===== config.mk =====
export PLATFORM = sky130hd
export DESIGN_NAME = manchester_forward_encoder
export DESIGN_NICKNAME = d
export VERILOG_FILES = /design/src/rtl/manchester_forward_encoder.sv
export SDC_FILE = /design/constraint.sdc
export NUM_CORES = 1
export LEC_CHECK = 0
export BUFFER_PORTS_ARGS = -buffer_cell sky130_fd_sc_hd__buf_2
export CORE_ASPECT_RATIO = 2
export CORE_UTILIZATION = 45
export DETAILED_ROUTE_END_ITERATION = 10
export PLACE_DENSITY = 0.66
export SYNTH_ARGS = -nofsm -noshare
export SYNTH_HDL_FRONTEND = slang
export SYNTH_SLANG_ARGS = --single-unit

===== constraint.sdc =====
create_clock -name clk -period 2.2 [get_ports clk]
set_input_delay 0.44 -clock clk [delete_from_list [all_inputs] [get_ports clk]]
set_output_delay 0.44 -clock clk [all_outputs]
set_load 0.02 [all_outputs]

===== src/rtl/manchester_forward_encoder.sv =====
// Re-encodes forwarded decoded bits as a Manchester stream (b -> ~b then b), via a small bit FIFO.
// Optional FWD_OVERFLOW_STICKY_EN: overflow latches until reset or forward_en sampled low.
module manchester_forward_encoder #(
  parameter int FIFO_DEPTH = 4,
  parameter int PW_WIDTH   = 6,
  parameter int MIN_HALF   = 2
) (
  input  logic                          clk,
  input  logic                          rst_n,
  input  logic                          in_data,
  input  logic                          in_clk,
  input  logic [PW_WIDTH-1:0]           in_pulsewidth,
  input  logic                          forward_en,
  input  logic                          swap_forward_bit,
  output logic                          out,
  output logic                          busy,
  output logic                          overflow,
  output logic [$clog2(FIFO_DEPTH):0]   fifo_level
);

  localparam int AW = $clog2(FIFO_DEPTH);
  localparam int LW = AW + 1;
  localparam logic [PW_WIDTH-1:0] MIN_N   = PW_WIDTH'(MIN_HALF);
  localparam logic [PW_WIDTH-1:0] CNT_ONE = PW_WIDTH'(1);
  localparam logic [LW-1:0]       FULL_LVL = LW'(FIFO_DEPTH);
  localparam logic [LW-1:0]       LVL_ONE  = LW'(1);
  localparam logic [AW-1:0]       PTR_ONE  = AW'(1);

  typedef enum logic [1:0] {IDLE, FIRST_HALF, SECOND_HALF} state_t;

  state_t               r_state;
  state_t               w_state_next;
  logic                 r_mem [FIFO_DEPTH];
  logic [AW-1:0]        r_wr_ptr;
  logic [AW-1:0]        r_rd_ptr;
  logic [LW-1:0]        r_level;
  logic [PW_WIDTH-1:0]  r_cnt;
  logic [PW_WIDTH-1:0]  r_n;
  logic                 r_bit;
  logic                 r_out;
  logic                 r_overflow;

  logic                 w_pop;
  logic                 w_push;
  logic                 w_drop;
  logic                 w_push_req;
  logic                 w_full;
  logic                 w_head;
  logic                 w_wr_bit;
  logic [PW_WIDTH-1:0]  w_n;

  assign w_n        = (in_pulsewidth < MIN_N) ? MIN_N : in_pulsewidth;
  assign w_head     = r_mem[r_rd_ptr];
  assign w_wr_bit   = in_data ^ swap_forward_bit;
  assign w_full     = (r_level == FULL_LVL);
  assign w_push_req = in_clk & forward_en;
  // A pop in the same cycle frees a slot, so a full FIFO can still accept.
  assign w_push     = w_push_req & (~w_full | w_pop);
  assign w_drop     = w_push_req & w_full & ~w_pop;

  generate
    for (genvar gi = 0; gi < FIFO_DEPTH; gi++) begin : g_mem
      always_ff @(posedge clk) begin
        if (w_push && (r_wr_ptr == AW'(gi))) begin
          r_mem[gi] <= w_wr_bit;
        end
      end
    end
  endgenerate

  always_comb begin
    w_state_next = r_state;
    w_pop        = 1'b0;
    case (r_state)
      IDLE: begin
        if (r_level != '0) begin
          w_pop        = 1'b1;
          w_state_next = FIRST_HALF;
        end
      end
      FIRST_HALF: begin
        if (r_cnt == '0) w_state_next = SECOND_HALF;
      end
      SECOND_HALF: begin
        if (r_cnt == '0) begin
          if (r_level != '0) begin
            w_pop        = 1'b1;
            w_state_next = FIRST_HALF;
          end else begin
            w_state_next = IDLE;
          end
        end
      end
      default: w_state_next = IDLE;
    endcase
  end

  always_ff @(posedge clk or negedge rst_n) begin
    if (!rst_n) begin
      r_state    <= IDLE;
      r_wr_ptr   <= '0;
      r_rd_ptr   <= '0;
      r_level    <= '0;
      r_cnt      <= '0;
      r_n        <= MIN_N;
      r_bit      <= 1'b0;
      r_out      <= 1'b0;
      r_overflow <= 1'b0;
    end else begin
      r_state <= w_state_next;

      // Half length is frozen at pop time so mid-bit width changes wait for the next bit.
      if (w_pop) begin
        r_bit    <= w_head;
        r_out    <= ~w_head;
        r_n      <= w_n;
        r_cnt    <= w_n - CNT_ONE;
        r_rd_ptr <= r_rd_ptr + PTR_ONE;
      end else if (r_state == FIRST_HALF && r_cnt == '0) begin
        r_out <= r_bit;
        r_cnt <= r_n - CNT_ONE;
      end else if (r_state == SECOND_HALF && r_cnt == '0) begin
        r_out <= 1'b0;
      end else if (r_state != IDLE) begin
        r_cnt <= r_cnt - CNT_ONE;
      end

      if (w_push) r_wr_ptr <= r_wr_ptr + PTR_ONE;

      case ({w_push, w_pop})
        2'b10:   r_level <= r_level + LVL_ONE;
        2'b01:   r_level <= r_level - LVL_ONE;
        default: r_level <= r_level;
      endcase

`ifdef FWD_OVERFLOW_STICKY_EN
      if (!forward_en)  r_overflow <= 1'b0;
      else if (w_drop)  r_overflow <= 1'b1;
`else
      r_overflow <= w_drop;
`endif
    end
  end

  assign out        = r_out;
  assign overflow   = r_overflow;
  assign fifo_level = r_level;
  assign busy       = (r_state != IDLE) || (r_level != '0);

endmodule


---- After elaboration in Yosys (flattened, before gate mapping) ----
Memory sizes are Yosys's and may differ from the RTL's.
Index checks and enable logic that the tools add are counted.
W data, S select, Z words.
cells by class
  add/sub/neg operators ................... 7
  magnitude comparators ................... 1
  eq/ne operators ......................... 12
  mux-type cells .......................... 34
  bitwise logic cells ..................... 9
  reduce and logical (&&, ||, !) cells .... 20
operator list
  operator               number
  $mux W6                5
  $mux W1                20
  $sub A6 B1 Y6 const B  3
  $mux W2                6
  $reduce_bool A3 Y1     3
  $eq A2 B2 Y1 const B   4
  $eq A2 B1 Y1 const B   3
  $logic_and A1 B1 Y1    6
  $logic_not A6 Y1       1
  $lt A6 B2 Y1 const B   1
  $ne A2 B2 Y1 const B   3
  $pmux W2 S3            1
  $pmux W3 S2            1
  $add A2 B1 Y2 const B  2
  $and A1 B1 Y1          4
  $logic_not A2 Y1       2
  $reduce_bool A2 Y1     2
  $add A3 B1 Y3 const B  1
  $eq A3 B3 Y1 const B   1
  $ne A3 B3 Y1 const B   1
  $not A1 Y1             3
  $reduce_and A3 Y1      1
  $reduce_or A1 Y1       3
  $sub A3 B1 Y3 const B  1
  other kinds (5)        5
word-level totals
  flip-flop bits (word level) ............. 24
  RAM bits ................................ 4
  input port bits ......................... 12
  memories kept ........................... 1
memory list
  memory  depth  width  rd ports  clocked after Yosys merged registers in  wr ports  RTL line  text
  r_mem   4      1      1         0                                        1         33        logic r_mem [FIFO_DEPTH];

---- Logic depth before layout (Yosys ltp) ----
  depth after elaboration ................. 13
  gate-level depth with buffers ........... 9
  mapped depth without buffers ............ 8

---- Worst setup path before layout ----
No wires, ideal clock.
  path kind ............................... input to register
  from .................................... input port in_pulsewidth[5]
  to ...................................... register r_cnt[4]
  data arrival time ....................... 2.080 ns
  data required time ...................... 2.076 ns
  setup slack ............................. -0.004 ns
  cell stages on the path ................. 7
  path buffers ............................ 0
  cells stage by stage .................... or4_1 -> a211oi_1 -> a221oi_1 -> ha_1 -> o2111ai_1 -> xnor2_1 -> o21ai_1
on the way
  cells in the longest elaborated chain, start to end .. 4
ends and longest elaborated chain
  item                  RTL line  text
  from (decl)           12        input logic [PW_WIDTH-1:0] in_pulsewidth,
  $lt A6 B2 Y1          52        assign w_n = (in_pulsewidth < MIN_N) ? MIN_N : in_pulsewidth;
  $mux W6               52
  $sub A6 B1 Y6         117       r_cnt <= w_n - CNT_ONE;
  $mux W6               113       if (w_pop) begin
  to (signal assigned)  117
  to (signal assigned)  121       r_cnt <= r_n - CNT_ONE;
  to (signal assigned)  125       r_cnt <= r_cnt - CNT_ONE;
  to (decl)             37        logic [PW_WIDTH-1:0] r_cnt;
No other way between the ends.
A chain may end at the register's enable or synchronous reset.

---- Final worst setup path ----
  from .................................... register r_cnt[3]
  to ...................................... register r_cnt[5]
on the way
  cells in the longest elaborated chain, start to end .. 5
  elaborated cells between the ends (all ways) .. 13
ends and longest elaborated chain
  item                                                      RTL line  text
  $sub A6 B1 Y6 / $logic_not A6 Y1 (equally long branches)  -
  $mux W6 / $mux W1 (equally long branches)                 124, 85
  $mux W6 / $pmux W1 S2 (equally long branches)             122, 74
  $mux W6, or another cell as far along                     119       end else if (r_state == FIRST_HALF && r_cnt == '0) begin
  $mux W6 / $reduce_and A2 Y1 (equally long branches)       -
Several ways; a longest one is shown, not always the timed one. The select of a mux whose other input is x is not followed.

==> flow_summary.json <==
{
  "route.met2.wl_um": 2010,
  "cts_num_sinks": 28,
  "drt_iter0_drc": 50,
  "synth_top_family_by_area": "simple AND/OR/NAND/NOR gates",
  "synth-compound-area-share_pct": 18.1,
  "yosysWarningCount": 0,
  "grt_use_total_pct": 21.1,
  "dp_cells": 215,
  "crit_path_max_fanout": 7,
  "cts_tree": "built",
  "routed_via_density": 5.94,
  "synthTopCellsByArea": "dfrtp_1, edfxtp_1, nand2_1",
  "layout_worst_path_cycle_share_pct": 95.1,
  "placementRows": 30,
  "die_w_um": 43.9,
  "synth.yosys.seq_area_share_pct": 45.7,
  "postRouteAntennaNets": 0,
  "postSynth.asyncResetShare_pct": 85.7,
  "status": "finished clean",
  "worst_pin_slew_ns": 0.553,
  "synthAdderAreaFrac_pct": 5.23,
  "yosysTopAreaCell": "dfrtp_1",
  "maxCapViolCount": 0,
  "ys_types": 49,
  "syn_area_um2": 1580,
  "route.detailed.wl_per_inst_um": 16.2,
  "syn_nets": 169,
  "dpl-instance-area_um2": 1830,
  "antenna_found_initial": 0,
  "postLayoutCellArea_um2": 1890,
  "setup_viol": 0,
  "die_area_um2": 3770,
  "top_layer_used": "met4",
  "worstPathRequired_ns": 2.41,
  "routed_wl_um": 3550,
  "grt_pass1_vias": 1303,
  "port_buffers": 17,
  "drive_above_1_share_pct": 31.6,
  "worstSetupPathType": "flip-flop to flip-flop",
  "die_y_um": 85.8,
  "grt_start_max_net_pins": 25,
  "power.density_nw_per_um2": 1360,
  "synth_flop_cell": "dfrtp_1",
  "synth_edf_count": 4,
  "grt_pass1_wl_um": 5990,
  "boundaryPins": 18,
  "diodes": 0,
  "fp.coreArea_um2": 3380,
  "wl_met3_um": 119,
  "synth-xor-area-share_pct": 4.43,
  "grt_overflow": 0,
  "start_kind": "flip-flop",
  "place_congestion": 0.862,
  "met1Wirelength_um": 1350,
  "nets": 206,
  "post-cts-setup-buffer-count": 0,
  "syn_to_final_growth_pct": 19.6,
  "ir_drop_mv": 0.708,
  "h-tree-depth": 1,
  "fillers": 306,
  "clock_path_buffers": 2,
  "leakage_nw": 0.849,
  "initial_core_util_pct": 46.8,
  "max_freq_mhz": 478,
  "synth_cells": 151,
  "ys_seq_elements": 28,
  "clk_pin_slew_ns": 0.09,
  "num_vias": 1300,
  "end_kind": "flip-flop",
  "yosys.area_share.simple_pct": 20.7,
  "hp-class": "input pin to async pin",
  "post-route-min-period_ns": 2.09,
  "dp_hpwl_um": 2820,
  "hold_viol_final": 0,
  "drc_errors": 0,
  "synth_top_area_share_pct": 36.4,
  "rrSetupSlack_ns": 0.11,
  "clock_latency_ns": 0.27,
  "clock-root-buffer": "clkbuf_8",
  "arrival_ns": 2.31,
  "dr.pass1.iters": 6,
  "fin_skew_ns": 0.00260,
  "avgSynthCellArea_um2": 10.5,
  "slew_viol_final": 0,
  "synthMuxAreaShare_pct": 3.48,
  "cts-buffers-inserted": 3,
  "reg2reg_depth": 7,
  "fin_cells": 219,
  "timing.slew.headroom_pct": 63.2
}
[final timing paths]
check,start,endpoint
worst max-delay path,r_cnt[3],r_cnt[5]
worst min-delay path,rst_n,r_state[0]
worst max register to register,r_cnt[3],r_cnt[5]
worst min register to register,r_n[4],r_n[4]
max in group asynchronous,rst_n,r_n[1]
min in group clk,in_pulsewidth[5],r_n[5]
[through the flow]
| step | worst slack, ns | hold WS (ns) | util [%] | TNS, ns | power (mW) |
|---|---|---|---|---|---|
| final | 0.108 | 0.143 | 55.9 | 0 | 2.56 |
| after global routing | -0.00433 | 0.183 | 55.9 | -0.00433 | 2.77 |
| after CTS | 0.0577 | 0.162 | 55.6 | 0 | 2.57 |
| after detailed placement | -0.194 | 0.461 | 54.3 | -0.546 | 2.27 |
| after global placement | -0.111 | 0.455 | 54.3 | -0.278 | 2.22 |
| after floorplan | 0.0494 | 0.144 | - | 0 | 1.84 |
[flip-flops by register name, indices dropped and copies added (netlist names)]
register	flops
r_wr_ptr	2
overflow	1
out	1
r_cnt	6
r_state	2
fifo_level	3
r_n	6
r_rd_ptr	2
r_bit	1
r_mem	4
[cell type report]
class                           instances  area [µm²]  share of cell area (%)
Clock buffer                            4        45.0                    2.38
Inverter                                5        18.8                   0.993
Multi-Input combinational cell        114         836                    44.2
Sequential cell                        28         722                    38.2
Tap cell                               32        40.0                    2.12
Timing Repair Buffer                   36         228                    12.1
[where the power goes]
| group | leakage, nW | switching, mW | internal, mW |
|---|---|---|---|
| Clock | 0.0228 | 0.155 | 0.130 |
| Sequential | 0.323 | 0.184 | 0.759 |
| Combinational | 0.503 | 0.720 | 0.612 |
| Total | 0.849 | 1.06 | 1.50 |
[cells in the mapped netlist, types with 2 or more instances]
library cell  count
o21ai_0           8
a21oi_1           8
o21a_1            2
nand3_1           4
dfrtp_1          23
nand2_1          21
nor4_4            2
inv_1             5
nor2_1            6
xor2_1            3
a22o_2            2
xnor2_1           5
nor3_1            4
and2_1            4
and3_1            4
or3_1             4
ha_1              5
or3_4             2
a21o_1            2
nand4_1           2
edfxtp_1          4
clkbuf_1          2
mux2_2            2
nor2b_1           2
[cells in the final DEF (no fill, tap or decap), drive strengths merged, types with 2 or more instances in the layout]
| cell type | count |
|---|---|
| o21ai | 10 |
| edfxtp | 4 |
| a21oi | 9 |
| dfrtp | 23 |
| nand4 | 2 |
| xnor2 | 5 |
| xor2 | 3 |
| nor4 | 2 |
| nand2 | 22 |
| and2 | 4 |
| nor2b | 2 |
| a21o | 3 |
| nand3 | 4 |
| ha | 5 |
| mux2 | 2 |
| a31oi | 2 |
| inv | 5 |
| a22o | 3 |
| and3 | 4 |
| or3 | 6 |
| o21a | 2 |
| nor3 | 4 |
| nor2 | 6 |
| buf | 36 |
| clkbuf | 4 |
[cell families after synthesis]
kind of cell             after synthesis
buffers and inverters                  9
multiplexers                           4
adder cells (fa/ha/maj)                6
flip-flops                            28
AND/OR/NAND/NOR                       58
AO/OA/AOI/OAI                         38
XOR/XNOR                               8
[per-layer routing]
metal	up-vias	global-route usage, %
met1	626	23.2
met5	-	0
li1	622	-
met2	44	39.9
met4	0	7.71
met3	8	2.11
[critical path, cell delays in order, from the launching register on]
cell,delay [ns]
dfrtp_1,0.43
or3_4,0.45
o21ai_4,0.20
buf_4,0.19
nand3_1,0.15
o21a_1,0.18
a311o_1,0.36
nand3_1,0.08
[what timing repair did]
action                                  in CTS  in global routing
gates resized for setup                      0                  4
hold buffers                                 0                  0
endpoints found under the setup margin       0                  4
Power figures use the tool's default switching activity.
